===== src/rtl/crc16_check_bluetooth.sv =====
// Bluetooth CRC-16 receive checker.
// Seeds a CRC-CCITT LFSR (x^16+x^12+x^5+1) from the bit-reversed UAP/DCI,
// shifts payload_len payload bits followed by the 16 received CRC bits
// through it, and flags crc_ok when the register ends at zero.
// Ports:
//   clk, reset (async, active-low)
//   start, uap_dci[7:0], payload_len[LEN_W-1:0] : frame setup, sampled on start
//   data_in, valid_in                          : serial receive bit stream
//   busy, done, crc_ok, crc_err, crc_reg       : registered status / LFSR contents
module crc16_check_bluetooth #(
  parameter int unsigned CRC_LEGNTH = 16,
  parameter int unsigned LEN_W      = 16
) (
  input  logic                  clk,
  input  logic                  reset,
  input  logic                  start,
  input  logic [7:0]            uap_dci,
  input  logic [LEN_W-1:0]      payload_len,
  input  logic                  data_in,
  input  logic                  valid_in,
  output logic                  busy,
  output logic                  done,
  output logic                  crc_ok,
  output logic                  crc_err,
  output logic [CRC_LEGNTH-1:0] crc_reg
);

  localparam int unsigned SEED_W = 8;

  typedef enum logic [1:0] {
    IDLE    = 2'd0,
    PAYLOAD = 2'd1,
    CRC_CMP = 2'd2,
    DONE    = 2'd3
  } state_t;

  state_t                  state_q, state_d;
  logic [CRC_LEGNTH-1:0]   crc_d;
  logic [CRC_LEGNTH-1:0]   crc_shift;
  logic [CRC_LEGNTH-1:0]   crc_seed;
  logic [LEN_W-1:0]        cnt_q, cnt_d;
  logic [LEN_W-1:0]        len_q, len_d;
  logic                    ok_d, err_d, busy_d, done_d;
  logic                    fb;

  // One LFSR step for the current input bit.
  always_comb begin
    fb        = crc_reg[15] ^ data_in;
    crc_shift = {crc_reg[14:12], crc_reg[11] ^ fb, crc_reg[10:5],
                 crc_reg[4] ^ fb, crc_reg[3:0], fb};
  end

  // UAP/DCI is loaded bit-reversed into the low byte; high byte clears.
  always_comb begin
    crc_seed = '0;
    for (int i = 0; i < int'(SEED_W); i++) begin
      crc_seed[SEED_W-1-i] = uap_dci[i];
    end
  end

  // Next-state and next-output logic.
  always_comb begin
    state_d = state_q;
    crc_d   = crc_reg;
    cnt_d   = cnt_q;
    len_d   = len_q;
    ok_d    = crc_ok;
    err_d   = crc_err;

    if (start) begin
      // start wins in every state, including DONE, and masks valid_in.
      crc_d   = crc_seed;
      len_d   = payload_len;
      cnt_d   = '0;
      ok_d    = 1'b0;
      err_d   = 1'b0;
      state_d = (payload_len == '0) ? CRC_CMP : PAYLOAD;
    end else begin
      case (state_q)
        IDLE: ;
        PAYLOAD: begin
          if (valid_in) begin
            crc_d = crc_shift;
            // len_q is non-zero here, so len_q-1 never underflows.
            if (cnt_q == len_q - LEN_W'(1)) begin
              cnt_d   = '0;
              state_d = CRC_CMP;
            end else begin
              cnt_d = cnt_q + LEN_W'(1);
            end
          end
        end
        CRC_CMP: begin
          if (valid_in) begin
            crc_d = crc_shift;
            if (cnt_q == LEN_W'(CRC_LEGNTH - 1)) begin
              cnt_d   = '0;
              ok_d    = (crc_shift == '0);
              err_d   = (crc_shift != '0);
              state_d = DONE;
            end else begin
              cnt_d = cnt_q + LEN_W'(1);
            end
          end
        end
        DONE:    state_d = IDLE;
        default: state_d = IDLE;
      endcase
    end

    busy_d = (state_d == PAYLOAD) || (state_d == CRC_CMP);
    done_d = (state_d == DONE);
  end

  // State and output registers.
  always_ff @(posedge clk or negedge reset) begin
    if (!reset) begin
      state_q <= IDLE;
      crc_reg <= '0;
      cnt_q   <= '0;
      len_q   <= '0;
      crc_ok  <= 1'b0;
      crc_err <= 1'b0;
      busy    <= 1'b0;
      done    <= 1'b0;
    end else begin
      state_q <= state_d;
      crc_reg <= crc_d;
      cnt_q   <= cnt_d;
      len_q   <= len_d;
      crc_ok  <= ok_d;
      crc_err <= err_d;
      busy    <= busy_d;
      done    <= done_d;
    end
  end

endmodule


===== config.mk =====
export PLATFORM = sky130hd
export DESIGN_NAME = crc16_check_bluetooth
export DESIGN_NICKNAME = d
export VERILOG_FILES = /design/src/rtl/crc16_check_bluetooth.sv
export SDC_FILE = /design/constraint.sdc
export NUM_CORES = 1
export LEC_CHECK = 0
export ABC_CLOCK_PERIOD_IN_PS = 3000
export CAP_MARGIN = 20
export CORE_MARGIN = 2
export CORE_UTILIZATION = 50
export CTS_CLUSTER_DIAMETER = 200
export DETAILED_ROUTE_END_ITERATION = 6
export PLACE_DENSITY = 0.78
export SLEW_MARGIN = 30
export SYNTH_ARGS = -nofsm -noshare
export SYNTH_HDL_FRONTEND = slang
export SYNTH_SLANG_ARGS = --single-unit

===== constraint.sdc =====
create_clock -name clk -period 3 [get_ports clk]
set_input_delay 0.75 -clock clk [delete_from_list [all_inputs] [get_ports clk]]
set_output_delay 0.75 -clock clk [all_outputs]
set_load 0.01 [all_outputs]

-- After elaboration in Yosys (flattened, before gate mapping)
Cells that the tools add are included.
- register bits: 54
- logic and storage cells: 60
- output and inout port bits: 20
- add/sub/neg operators: 2
- bitwise gates (word level): 3
- equal/unequal tests: 10
- multiplexer cells: 24
- reductions and logical operators: 13
- operators by type and width (cell ; count):
    two-way mux 16 bit ; 8
    logical NOT 16 bit ; 2
    one-hot mux 16 bit (2 select lines) ; 1
    adder 16 x 1 -> 16 bit, second input constant ; 1
    equality test 16 bit ; 1
    equality test 16 x 4 -> 1 bit, second input constant ; 1
    nonzero test 16 bit ; 1
    subtractor 16 x 1 -> 16 bit, second input constant ; 1
    two-way mux 2 bit ; 6
    equality test 2 bit, second input constant ; 4
    two-way mux 1 bit ; 8
    nonzero test 2 bit ; 4
    != test 3 bit, second input constant ; 2
    one-hot mux 2 bit (3 select lines) ; 1
    AND reduction 3 bit ; 2
    equality test 2 x 1 -> 1 bit, second input constant ; 2
    nonzero test 3 bit ; 1
    bitwise XOR 1 bit ; 3
    AND reduction 2 bit ; 1
    OR reduction 2 bit ; 1
    logical OR 1 bit ; 1

-- Depth between registers and ports, before layout
- word-level depth: 8
- gate-level depth with buffers: 10
- mapped depth without buffers: 10

-- Worst setup path before layout
Ideal clock, no wire load.
- path type: register to register
- start point: register len_q[3]
- end point: register busy
- required time: 2.874 ns
- path slack: 0.584 ns
- buffers on the path: 0
- stages on the path, launching flop included: 9
- period minus slack after synthesis: 2.416 ns
- data arrival time: 2.290 ns
- library setup time: 0.126 ns
- path through: dfrtp_1 -> or4_4 -> nor3_1 -> a2bb2oi_1 -> nor4_2 -> nand4b_1 -> a211oi_1 -> nor2_1 -> ha_1
- cells in the longest elaborated chain, start to end: 8
- ends and longest elaborated chain (item ; line ; RTL):
    start, declared ; 42 ; logic [LEN_W-1:0] len_q, len_d;
    start signal, assigned ; 130 ; len_q <= len_d;
    subtractor 16 x 1 -> 16 bit * ; 85 ; if (cnt_q == len_q - LEN_W'(1)) begin
    equality test 16 bit * ; 85 ;
    two-way mux 2 bit * ; 85 ;
    two-way mux 2 bit * ; 82 ; if (valid_in) begin
    one-hot mux 2 bit (3 select lines) * ; 79 ; case (state_q)
    two-way mux 2 bit * ; 70 ; if (start) begin
    named net state_d[0] ; 37 ; state_t state_q, state_d;
    equality test 2 x 1 -> 1 bit / equality test 2 bit (equally long branches) ; 111 ; busy_d = (state_d == PAYLOAD) || (state_d == CRC_CMP);
    logical OR 1 bit * ; 111 ;
    named net busy_d ; 43 ; logic ok_d, err_d, busy_d, done_d;
    end signal, assigned ; 133 ; busy <= busy_d;
    end, declared ; 21 ; output logic busy,
Mark *: on every way through the listed nets, which the timed path passes. The rest lies on a longest branch.
A chain may end at the register's enable or synchronous reset.

-- Final worst setup path
Same ends and word-level chain as after synthesis.

==> impl_metrics.csv <==
group,metric,value,unit
logic_synthesis,synth_top_area_share,42.72,%
clock_tree,ctsHtreeMaxLevel,2,
logic_synthesis,ys_seq_area_share,42.72,%
clock_tree,clock_sinks,54,
setup_path,path_max_fanout,5,
cells_and_area,stdcell_area,3830,µm²
global_route,grt_overflow,0,
sta,worstMarginPinSlew,652.9,ps
pwr,irDropWorstVdd,0.2467,mV
detailed_routing,viasPerCell,5.823,
logic_synthesis,synth_cells,348,
global_route,antenna_found_initial,0,
setup_path,critical_path_required,3210,ps
die,die-width,83.54,µm
clock_tree,cts_buffer_depth,2,
setup_path,critical_path_class,"reg -> reg",
clock_tree,cts-root-buf,"clkbuf_8",
cells_and_area,nNetsFinal,428,
detailed_routing,vias,2731,
die,initial_core_util,52.49,%
logic_synthesis,synth_edf_count,0,
setup_path,reg2reg_slack,300,ps
global_route,grtUsageMet2,36.95,%
detailed_routing,drt_iter0_drc,198,
clock_tree,cts_resized,0,
sta,rsz0062_at_grt,"false",
setup_path,startpoint_type,"register",
detailed_routing,firstDrtPassIters,5,
global_route,grt_use_met3,4.154,%
detailed_routing,wirelength,7.635,mm
sta,drv_slew,0,
logic_synthesis,synthMostInstantiatedCell,"dfrtp_1",
setup_path,worstRegToRegCells,8,
logic_synthesis,synth_cell_types,49,
detailed_routing,wl_per_cell,16.28,µm
die,core,6026,µm²
sta,timing.final.crit_share,90.06,%
die,die_y,83.54,µm
setup_path,reg2reg_from,"len_q[3]",
sta,setup_tns,0,ps
logic_synthesis,synth_top_flop_cell,"dfrtp_1",
logic_synthesis,async_flop_share,100.0,%
sta,fin_skew,9.255,ps
global_route,grt_max_degree,41,
detailed_routing,drcViolationCount,0,
logic_synthesis,synth_warnings,0,
placement,place_congestion,0.8668,
cells_and_area,n_antenna_cell,0,
clock_tree,cts_buffers,5,
placement,post_dp_cell_area,3719,µm²
global_route,grt_pass1_vias,2643,
logic_synthesis,ys_seq_elements,54,
global_route,use_met1,31.88,%
die,placementRows,28,
job,drv_cap,0,
sta,slew_headroom,56.07,%
pwr,cellPowerDensity,440.2,nW/µm²
pwr,power.leakage,1.531,nW
logic_synthesis,yosys-top-cells-count,"54 x dfrtp_1, 48 x nand2_1, 26 x inv_1",
clock_tree,tritoncts,"built",
worst_hold_path,min_path_type,"in -> async",
logic_synthesis,synth.avg_cell_area,9.089,µm²
global_route,grtUsageTotal,22.65,%
die,io_pins,49,
placement,port_buffers,48,
die,die-area,6978,µm²
cells_and_area,post_route_cells_drive_above_1_share,9.137,%
sta,final_hold_viol_count,0,
sta,max_freq,0.3701,GHz
clock_tree,insertion_delay,320,ps
clock_tree,postCtsSetupRepairBufs,0,
setup_path,rr_endpoint,"busy",
clock_tree,clk_pin_slew,100,ps
placement,dp.final_hpwl,5.656,mm
sta,period_needed,2702,ps
cells_and_area,area_growth_syn_to_layout,21.08,%
setup_path,worstPathArrival,2910,ps
clock_tree,ctsHoldBuffers,0,
logic_synthesis,syn_area,3163,µm²
logic_synthesis,synth_top_cell_by_area,"dfrtp_1",
outcome,status,"finished clean",
global_route,grt_pass1_wl,13.07,mm
setup_path,endpoint_kind,"register",
detailed_routing,antenna_left,0,
logic_synthesis,yosys-top-cells-area,"dfrtp_1 43%, nand2_1 5.7%, xnor2_1 5.0%",
logic_synthesis,synth_nets,383,
global_route,busiest_layer,"met2",
sta,finalSetupViolations,0,
## per-stage QoR
step | util, % | worst slack (ps) | std cells | hold slack [ps] | total power [mW]
6_report | 63.56 | 298.3 | 469 | 451.3 | 1.686
5_1_grt | 63.56 | 88.73 | 469 | 496.6 | 1.767
4_1_cts | 63.52 | 240.8 | 469 | 468.5 | 1.692
3_5_place_dp | 61.71 | 28.56 | 461 | 515.9 | 1.204
3_3_place_gp | 61.71 | 111.7 | 461 | 512.9 | 1.191
2_1_floorplan | - | 583.7 | 348 | 454.4 | 1.051
## layout make-up
class,count,area (µm²)
tap,75,93.84
fill,507,2196
clock inverter,3,40.04
timing repair buffer,54,533.0
inverter,26,97.59
sequential,54,1351
clock buffer,5,68.82
multi-input combinational,252,1645
## worst max path at each step
stage                     from        to  slack [ps]  cells after the start
detailed placement       start  cnt_q[4]          30                      4
global placement         start  cnt_q[4]         110                      4
global route          len_q[4]      busy          90                      8
CTS                 state_q[0]  cnt_q[4]         240                      8
finish                len_q[3]      busy         300                      8
floorplan             len_q[3]      busy         580                      8
## per-layer routing
layer	wire length, µm	part of all wire (%)	up-vias
li1	-	-	1323
met1	3475	46	1314
met2	3665	48	85
met3	417	5.5	9
met4	77	1.0	0
met5	0	0	-
## worst max-delay path, cell delays in order (launching register included)
cell and delay, ps:
dfrtp_1 440, or4_4 590, nor3_1 260, a2bb2oi_1 110, nor4_2 320, nand4b_1 210, a211oi_1 290, nor2_1 90
ha_1 290
## placed cells by master (no fill, tap or decap), drive strengths merged, types with 4 or more instances in the layout
master         instances
a21oi                 15
a31oi                 13
buf                    7
clkbuf                 5
clkdlybuf4s50         47
dfrtp                 54
ha                     6
inv                   26
mux2                  12
mux2i                  8
nand2                 48
nand2b                 4
nand3                 10
nand4                  8
nor2                  16
nor3                  11
nor4                  14
o21ai                 18
o22ai                 12
xnor2                 18
xor2                   7
## kinds of logic (layout without fill, tap and decap cells)
| logic type | Yosys count | count (layout) | synth area share (%) |
|---|---|---|---|
| AOI/OAI and AO/OA | 72 | 72 | 13.77 |
| xor gates and xnor gates | 26 | 26 | 7.674 |
| adders and majority gates | 6 | 6 | 2.373 |
| buffers and inverters | 42 | 88 | 5.340 |
| DFF | 54 | 54 | 42.72 |
| muxes | 20 | 20 | 6.804 |
| and+or+nand+nor | 128 | 128 | 21.32 |
## where the power goes
part / internal [mW] / switching, mW / leakage (nW)
combinational: 0.181 / 0.172 / 0.781
sequential: 0.776 / 0.0633 / 0.692
clock: 0.246 / 0.248 / 0.0579
No activity file was read; power rests on OpenSTA's default activity.
